`src/rtl/vga_frame_engine.sv`:
```
`default_nettype none
// ============================================================================
// Module   : vga_frame_engine
// Brief    : Parametrised VGA timing generator with latency-matched external
//            pixel path and built-in patterns (bars / LED columns / black).
// Revision : 1.0 - initial release
// ============================================================================
module vga_frame_engine #(
    parameter int H_DISP  = 640,
    parameter int H_FP    = 16,
    parameter int H_SYNC  = 96,
    parameter int H_BP    = 48,
    parameter int V_DISP  = 480,
    parameter int V_FP    = 10,
    parameter int V_SYNC  = 2,
    parameter int V_BP    = 33,
    parameter bit HS_POL  = 1'b0,
    parameter bit VS_POL  = 1'b0,
    parameter int PIX_LAT = 1
) (
    input  logic        vga_clk,
    input  logic        vga_rst,
    input  logic [1:0]  mode,
    input  logic [15:0] led,
    input  logic [11:0] pixel_data,
    output logic [10:0] pixel_xpos,
    output logic [10:0] pixel_ypos,
    output logic        frame_start,
    output logic        vga_hs,
    output logic        vga_vs,
    output logic        vga_de,
    output logic [11:0] vga_rgb
);
    localparam logic [11:0] c_H_TOTAL  = 12'(H_DISP + H_FP + H_SYNC + H_BP);
    localparam logic [11:0] c_V_TOTAL  = 12'(V_DISP + V_FP + V_SYNC + V_BP);
    localparam logic [11:0] c_H_DISP   = 12'(H_DISP);
    localparam logic [11:0] c_V_DISP   = 12'(V_DISP);
    localparam logic [11:0] c_HS_START = 12'(H_DISP + H_FP);
    localparam logic [11:0] c_HS_END   = 12'(H_DISP + H_FP + H_SYNC);
    localparam logic [11:0] c_VS_START = 12'(V_DISP + V_FP);
    localparam logic [11:0] c_VS_END   = 12'(V_DISP + V_FP + V_SYNC);
    localparam logic [11:0] c_BAR_LAST = 12'(H_DISP / 8 - 1);
    localparam logic [11:0] c_COL_LAST = 12'(H_DISP / 16 - 1);

    logic [11:0] r_h_cnt, r_v_cnt;
    logic [11:0] r_bar_px, r_col_px;
    logic [2:0]  r_bar_idx;
    logic [3:0]  r_col_idx;
    logic [1:0]  r_mode_q;
    logic [15:0] r_led_q;

    logic        w_h_wrap, w_v_wrap, w_active, w_hs_raw, w_vs_raw;
    logic [1:0]  w_mode;
    logic [15:0] w_led;
    logic [11:0] w_pat;
    logic [15:0] w_stage0, w_dly_out;
    logic        w_d_active, w_d_hs, w_d_vs, w_d_ext;
    logic [11:0] w_d_pat;

    assign w_h_wrap = (r_h_cnt == c_H_TOTAL - 12'd1);
    assign w_v_wrap = (r_v_cnt == c_V_TOTAL - 12'd1);

    // Bar/column sub-counters track h_cnt so no divide is needed per pixel.
    always_ff @(posedge vga_clk) begin
        if (vga_rst) begin
            r_h_cnt   <= 12'd0;
            r_v_cnt   <= 12'd0;
            r_bar_px  <= 12'd0;
            r_col_px  <= 12'd0;
            r_bar_idx <= 3'd0;
            r_col_idx <= 4'd0;
        end else if (w_h_wrap) begin
            r_h_cnt   <= 12'd0;
            r_v_cnt   <= w_v_wrap ? 12'd0 : r_v_cnt + 12'd1;
            r_bar_px  <= 12'd0;
            r_col_px  <= 12'd0;
            r_bar_idx <= 3'd0;
            r_col_idx <= 4'd0;
        end else begin
            r_h_cnt <= r_h_cnt + 12'd1;
            if (r_bar_px == c_BAR_LAST) begin
                r_bar_px  <= 12'd0;
                r_bar_idx <= r_bar_idx + 3'd1;
            end else begin
                r_bar_px  <= r_bar_px + 12'd1;
            end
            if (r_col_px == c_COL_LAST) begin
                r_col_px  <= 12'd0;
                r_col_idx <= r_col_idx + 4'd1;
            end else begin
                r_col_px  <= r_col_px + 12'd1;
            end
        end
    end

    assign w_active    = (r_h_cnt < c_H_DISP) && (r_v_cnt < c_V_DISP);
    assign w_hs_raw    = (r_h_cnt >= c_HS_START) && (r_h_cnt < c_HS_END);
    assign w_vs_raw    = (r_v_cnt >= c_VS_START) && (r_v_cnt < c_VS_END);
    assign pixel_xpos  = w_active ? r_h_cnt[10:0] : 11'd0;
    assign pixel_ypos  = w_active ? r_v_cnt[10:0] : 11'd0;
    assign frame_start = (r_h_cnt == 12'd0) && (r_v_cnt == 12'd0) && !vga_rst;

    always_ff @(posedge vga_clk) begin
        if (vga_rst) begin
            r_mode_q <= 2'd0;
            r_led_q  <= 16'd0;
        end else if (frame_start) begin
            r_mode_q <= mode;
            r_led_q  <= led;
        end
    end

    // Pixel (0,0) must already use the value being latched on that cycle.
    assign w_mode = frame_start ? mode : r_mode_q;
    assign w_led  = frame_start ? led  : r_led_q;

    always_comb begin
        w_pat = 12'h000;
        case (w_mode)
            2'd1: begin
                case (r_bar_idx)
                    3'd0:    w_pat = 12'hFFF;
                    3'd1:    w_pat = 12'hFF0;
                    3'd2:    w_pat = 12'h0FF;
                    3'd3:    w_pat = 12'h0F0;
                    3'd4:    w_pat = 12'hF0F;
                    3'd5:    w_pat = 12'hF00;
                    3'd6:    w_pat = 12'h00F;
                    default: w_pat = 12'h000;
                endcase
            end
            2'd2:    w_pat = w_led[4'd15 - r_col_idx] ? 12'h0F0 : 12'h222;
            default: w_pat = 12'h000;
        endcase
    end

    assign w_stage0 = {w_active, w_hs_raw, w_vs_raw, (w_mode == 2'd0), w_pat};

    generate
        if (PIX_LAT == 0) begin : g_no_dly
            assign w_dly_out = w_stage0;
        end else begin : g_dly
            logic [15:0] r_dly [PIX_LAT];
            always_ff @(posedge vga_clk) begin
                if (vga_rst) begin
                    for (int i = 0; i < PIX_LAT; i++) r_dly[i] <= 16'd0;
                end else begin
                    r_dly[0] <= w_stage0;
                    for (int i = 1; i < PIX_LAT; i++) r_dly[i] <= r_dly[i-1];
                end
            end
            assign w_dly_out = r_dly[PIX_LAT-1];
        end
    endgenerate

    assign {w_d_active, w_d_hs, w_d_vs, w_d_ext, w_d_pat} = w_dly_out;

    always_ff @(posedge vga_clk) begin
        if (vga_rst) begin
            vga_hs  <= ~HS_POL;
            vga_vs  <= ~VS_POL;
            vga_de  <= 1'b0;
            vga_rgb <= 12'h000;
        end else begin
            vga_hs  <= w_d_hs ? HS_POL : ~HS_POL;
            vga_vs  <= w_d_vs ? VS_POL : ~VS_POL;
            vga_de  <= w_d_active;
            vga_rgb <= !w_d_active ? 12'h000 : (w_d_ext ? pixel_data : w_d_pat);
        end
    end
endmodule
`default_nettype wire

```
`config.mk`:
```
export PLATFORM = sky130hd
export DESIGN_NAME = vga_frame_engine
export DESIGN_NICKNAME = d
export VERILOG_FILES = /design/src/rtl/vga_frame_engine.sv
export SDC_FILE = /design/constraint.sdc
export NUM_CORES = 1
export LEC_CHECK = 0
export ABC_CLOCK_PERIOD_IN_PS = 7250
export BUFFER_PORTS_ARGS = -buffer_cell sky130_fd_sc_hd__buf_2
export CAP_MARGIN = 10
export CORE_MARGIN = 4
export CORE_UTILIZATION = 40
export DETAILED_ROUTE_END_ITERATION = 10
export PLACE_DENSITY_LB_ADDON = 0.12
export SLEW_MARGIN = 20
export SYNTH_ARGS = -nofsm -noshare
export SYNTH_HDL_FRONTEND = slang
export SYNTH_SLANG_ARGS = --single-unit
export TNS_END_PERCENT = 30
```
`constraint.sdc`:
```
create_clock -name vga_clk -period 7.25 [get_ports vga_clk]
set_input_delay 1.45 -clock vga_clk [delete_from_list [all_inputs] [get_ports vga_clk]]
set_output_delay 1.45 -clock vga_clk [all_outputs]
set_load 0.01 [all_outputs]
```
==> results of run 1 <==
==> cells in the mapped netlist (all sizes together) (15+ instances only) <==
cell type	number
a21oi	33
nor2	80
o21ai	19
nand2	39
nand4	15
inv	16
ha	15
nand3	28
xnor2	18
xor2	22
and2	23
dfxtp	98
clkbuf	15
==> layer usage <==
metal  vias to the layer above  GRT usage [%]  wire, um
met4                         0           7.13       157
met2                        84           22.7      4060
met5                         -              0         0
met3                        14           3.85       568
met1                      1602           21.3      4780
li1                       1835              -         -
==> worst max path at each step <==
stage	start	end	slack [ps]	cells after the start
finish	vga_rst	frame_start	3070	5
global route	vga_rst	g_dly.r_dly[0][1]	2830	10
CTS	vga_rst	frame_start	3060	5
detailed placement	vga_rst	g_dly.r_dly[0][1]	2800	10
global placement	vga_rst	g_dly.r_dly[0][9]	2970	10
floorplan	vga_rst	frame_start	3690	4
==> final cells by class <==
cell class / instances / share of cell area, %
multi-input combinational: 375 / 45.1
sequential: 98 / 39.1
timing repair buffer: 66 / 6.59
tap: 140 / 3.49
clock buffer: 9 / 2.47
clock inverter: 7 / 2.00
inverter: 16 / 1.20
==> logic make-up after synthesis <==
group                      after synthesis  share of synthesized area, %
and+or+nand+nor                        238                          27.3
DFF                                     98                          44.5
muxes                                   12                          3.01
AOI/OAI and AO/OA                       67                          8.54
xor gates and xnor gates                40                          7.94
adders and majority gates               15                          4.25
buffers and inverters                   43                          4.40
other                                    1                        0.0850
==> flip-flops by register name, indices dropped and copies added, names as in the netlist <==
| name | flops |
|---|---|
| r_led_q | 16 |
| r_bar_px | 12 |
| r_col_px | 12 |
| r_h_cnt | 12 |
| r_v_cnt | 12 |
| vga_rgb | 12 |
| g_dly.r_dly | 10 |
| r_col_idx | 4 |
| r_bar_idx | 3 |
| r_mode_q | 2 |
| vga_de | 1 |
| vga_hs | 1 |
| vga_vs | 1 |
==> through the flow <==
step	setup WS (ps)	utilization (%)	cell area [sq um]	instances
4_1_cts	3060	46.3	5010	711
3_3_place_gp	2970	44.2	4790	695
5_1_grt	2830	46.3	5010	711
6_report	3070	46.3	5010	711
3_5_place_dp	2800	44.2	4790	695
2_1_floorplan	3690	-	4420	516
==> power by group through the flow <==
stage / combinational [uW] / sequential, uW / clock [uW]
2_1_floorplan: 62.9 / 575 / 0
3_3_place_gp: 82.1 / 579 / 0
3_5_place_dp: 84.3 / 579 / 0
4_1_cts: 84.8 / 567 / 412
5_1_grt: 96.0 / 569 / 433
6_report: 84.2 / 566 / 396
==> cells in the final DEF (no fill, tap or decap), types with 16 or more instances in the layout <==
cell,instances
a21oi_1,33
and2_1,23
buf_2,66
dfxtp_1,98
inv_1,16
nand2_1,39
nand3_1,28
nor2_1,80
o21ai_0,19
xnor2_1,18
xor2_1,22
==> results.json, run 1 <==
{
  "hold_viol_final": 0,
  "synth_cell_types": 47,
  "htreeDepth": 3,
  "core_area_sq_um": 10800,
  "slowest_stage": "nand4_1",
  "ctsRootBufferMaster": "clkbuf_8",
  "drt-total-wl_um": 9570,
  "drive_above_1_share_pct": 15.6,
  "cts_buffers": 9,
  "cts_resized": 0,
  "synth_edf_count": 0,
  "antenna_found_initial": 0,
  "maxCapViolCount": 0,
  "first_pass_iters": 4,
  "synth-async-reset-ratio_pct": 0,
  "reg2reg_slack_ps": 3800,
  "whs_ps": 404,
  "drt_iter0_drc": 201,
  "cp-end-kind": "output port",
  "slowest_delay_ps": 390,
  "remaining_drc_errors": 0,
  "start_util_pct": 40.7,
  "clk-insertion-delay-late_ps": 370,
  "power_switching_uw": 259,
  "reg2reg_to": "g_dly.r_dly[0][1]",
  "hpwl_um": 6920,
  "routed-via-count": 3535,
  "grt_max_degree": 33,
  "finalSetupTns_ps": 0,
  "yosys_warnings": 0,
  "worstPathCellList": "buf_2 > nor2_1 > nand4_1 > nor2_1 > buf_2",
  "clockBufferDepth": 2,
  "post_cts_buffers": 0,
  "synth_seq_cells": 98,
  "cp.arrival_ps": 2730,
  "power.leakage_uw": 0.00201,
  "r2r-start": "r_h_cnt[0]",
  "run_status": "finished, final reports clean",
  "p_per_area_nw_per_um2": 209,
  "p_clk_share_pct": 37.8,
  "worst-setup-path-type": "in -> out",
  "period_share_pct": 57.6,
  "cp.required_ps": 5800,
  "min-delay-start": "g_dly.r_dly[0][13]",
  "critical_path_buf_inv_count": 2,
  "num_antenna_cells": 0,
  "max_freq_mhz": 239,
  "synth_top_flop_cell": "dfxtp_1",
  "cts-hold-fix-buffers": 0,
  "cts_tree": "done",
  "grtUsageTotal_pct": 15.4,
  "port_buffers": 66,
  "crit_fanout": 32,
  "vias_per_cell": 4.97,
  "crit_family": "simple AND/OR/NAND/NOR gates",
  "crit_path_start_kind": "input pin",
  "routedWlPerCell_um": 13.5,
  "final_nets": 613,
  "rsz0062_at_grt": "no",
  "path_clk_slew_ps": 100,
  "seqPwrFrac_pct": 54.1,
  "setup_violations": 0,
  "routabilityCongestion": 0.849,
  "p_sw_share_pct": 24.8,
  "max_slew.worst_pin.slew_ps": 682,
  "ys_seq_area_share_pct": 44.5,
  "die_height_um": 113,
  "worst-r2r-cell-count": 11,
  "ant_nets": 0,
  "irDropWorstVdd_mv": 0.0860,
  "synthCells": 514,
  "yosys.area.top_type_share_pct": 44.5,
  "p_int_uw": 787,
  "hp-class": "reg -> reg",
  "die_w_um": 113,
  "fillerInstances": 1083,
  "power_uw": 1050,
  "dieArea_sq_um": 12800,
  "grt_pass1_wl_um": 16100,
  "whs_path_depth": 1,
  "syn2layout_area_growth_pct": 13.7,
  "syn_area_per_cell_sq_um": 8.58,
  "synth.largest_area_cell": "dfxtp_1",
  "hold_end": "vga_vs",
  "multi_input_area_sq_um": 2260,
  "relSlewSlack_pct": 54.4,
  "fin_crit_ps": 4180,
  "ff_latch_area_sq_um": 1960,
  "final.setup_skew_ps": 11.9,
  "netlist_area_sq_um": 4410,
  "combPwrFrac_pct": 8.0,
  "overflow": 0,
  "synthTopCellsByArea": "dfxtp_1 44%, nor2_1 6.8%, xor2_1 4.4%",
  "core.rowCount": 38,
  "num_io_pins": 70,
  "drv_slew": 0,
  "grt_pass1_vias": 3343,
  "cts.sinks": 98
}
(Power assumes the default switching activity.)
==> inputs of run 2 (changes only) <==
- ABC_CLOCK_PERIOD_IN_PS: 7250 -> 4200
- clock period: 7.25 -> 4.2 ns (I/O delays scaled with it)
==> results.json, run 2 (same netlist as run 1, synthesis figures left out) <==
{
  "relSlewSlack_pct": 53.0,
  "rsz0062_at_grt": "no",
  "period_share_pct": 81.0,
  "drt_iter0_drc": 186,
  "crit_fanout": 15,
  "hpwl_um": 6900,
  "irDropWorstVdd_mv": 0.138,
  "grt_pass1_wl_um": 16300,
  "first_pass_iters": 6,
  "ctsRootBufferMaster": "clkbuf_8",
  "core.rowCount": 38,
  "whs_path_depth": 1,
  "design_area_sq_um": 5000,
  "r2r-start": "r_h_cnt[0]",
  "final_nets": 615,
  "num_io_pins": 70,
  "drv_slew": 0,
  "crit_path_start_kind": "flip-flop",
  "seqPwrFrac_pct": 56.8,
  "cp.required_ps": 4430,
  "cp-end-kind": "flip-flop",
  "dieArea_sq_um": 12800,
  "power_switching_uw": 429,
  "p_clk_share_pct": 34.7,
  "overflow": 0,
  "cts_buffers": 9,
  "critical_path_buf_inv_count": 1,
  "slowest_stage": "and4_1",
  "cp.arrival_ps": 3630,
  "die_w_um": 113,
  "ant_nets": 0,
  "power_uw": 1720,
  "wl_met3_um": 531,
  "htreeDepth": 3,
  "largest_register_ffs": 16,
  "antenna_found_initial": 0,
  "placed_area_sq_um": 4810,
  "slowest_delay_ps": 620,
  "worst-setup-path-type": "reg -> reg",
  "combPwrFrac_pct": 8.6,
  "path_clk_slew_ps": 90,
  "hold_viol_final": 0,
  "min-delay-start": "g_dly.r_dly[0][13]",
  "port_buffers": 66,
  "grt_max_degree": 32,
  "routabilityCongestion": 0.812,
  "regMostFlops": "r_led_q",
  "p_sw_share_pct": 24.9,
  "cts_tree": "done",
  "start_util_pct": 40.7,
  "die_height_um": 113,
  "mostFrequentLayoutCell": "dfxtp_1",
  "hold_end": "vga_vs",
  "run_status": "finished, final reports clean",
  "max_slew.worst_pin.slew_ps": 702,
  "reg2reg_to": "g_dly.r_dly[0][9]",
  "wl_met2_um": 4150,
  "worst-r2r-cell-count": 11,
  "routed-via-count": 3549,
  "drt-total-wl_um": 9630,
  "routed.top_layer": "met4",
  "p_per_area_nw_per_um2": 344,
  "cts-hold-fix-buffers": 0,
  "reg2reg_slack_ps": 800,
  "grt_pass1_vias": 3401,
  "power.leakage_uw": 0.00200,
  "mostFrequentLayoutCells": "98 x dfxtp_1, 80 x nor2_1, 66 x buf_2",
  "worstPathCellList": "inv_1 > ha_1 > nor4b_1 > and4_1 > and2_1 > mux2i_1 > ha_1 > nor2b_1 > and2_1 > o221ai_1 > o21ai_0",
  "remaining_drc_errors": 0,
  "core_area_sq_um": 10800,
  "p_int_uw": 1290,
  "vias_per_cell": 4.98,
  "hp-class": "reg -> reg",
  "num_antenna_cells": 0,
  "fin_crit_ps": 3400,
  "grtUsageTotal_pct": 15.5,
  "post_cts_buffers": 0,
  "setup_violations": 0,
  "max_freq_mhz": 294,
  "whs_ps": 409,
  "final.setup_skew_ps": 7.35,
  "cts_resized": 0,
  "wl_met1_um": 4880,
  "routedWlPerCell_um": 13.5,
  "maxCapViolCount": 0,
  "drive_above_1_share_pct": 15.7,
  "clk-insertion-delay-late_ps": 350,
  "clockBufferDepth": 2,
  "finalSetupTns_ps": 0,
  "crit_family": "simple AND/OR/NAND/NOR gates",
  "cts.sinks": 98,
  "syn2layout_area_growth_pct": 13.2
}
run 2: changes by cell type in the layout (fill, tap and decap cells not counted), sizes merged:
cell and delta:
bufinv -1, clkinvlp +3, clkinv -2, buf +2
inv -1
run 2: through the flow:
stage	cells	setup slack, ps	utilization (%)
global route	712	499	46.1
floorplan	516	1410	-
global placement	697	944	44.3
CTS	712	834	46.1
detailed placement	697	843	44.3
finish	712	797	46.1
run 2: worst register-to-register path: cells and delay by family, from the launching register on:
kind,cells,cell delay (ps)
fa+ha+maj,2,420
flops,1,360
simple gates,5,1790
buf+inv,1,70
mux,1,420
compound gates,2,210
run 2: final cells by class:
| class | count | area (sq um) |
|---|---|---|
| repair buffers | 68 | 345 |
| flip-flops and latches | 98 | 1960 |
| multi-input cells | 375 | 2260 |
| clock inverters | 6 | 66.3 |
| inverters | 16 | 60.1 |
| fillers | 1138 | 5840 |
| well taps | 140 | 175 |
| clock buffers | 9 | 124 |
run 2: power groups by stage:
stage | logic [uW] | clock network (uW) | registers, uW
after global routing | 167 | 668 | 982
after detailed placement | 147 | 0 | 999
after global placement | 146 | 0 | 998
after CTS | 148 | 624 | 977
final | 147 | 597 | 977
after floorplan | 109 | 0 | 993
run 2: worst max-delay path by stage:
stage,from,to,cells past startpoint
after global routing,r_h_cnt[0],g_dly.r_dly[0][1],11
after CTS,r_h_cnt[0],g_dly.r_dly[0][9],11
after detailed placement,vga_rst,g_dly.r_dly[0][9],11
after global placement,vga_rst,g_dly.r_dly[0][9],11
final,r_h_cnt[0],g_dly.r_dly[0][9],11
after floorplan,vga_rst,g_dly.r_dly[0][9],11
run 2: routing by layer:
layer,up-vias,track usage (%)
met4,0,5.05
met2,86,23.5
met3,4,3.80
met1,1622,21.8
met5,-,0
li1,1837,-
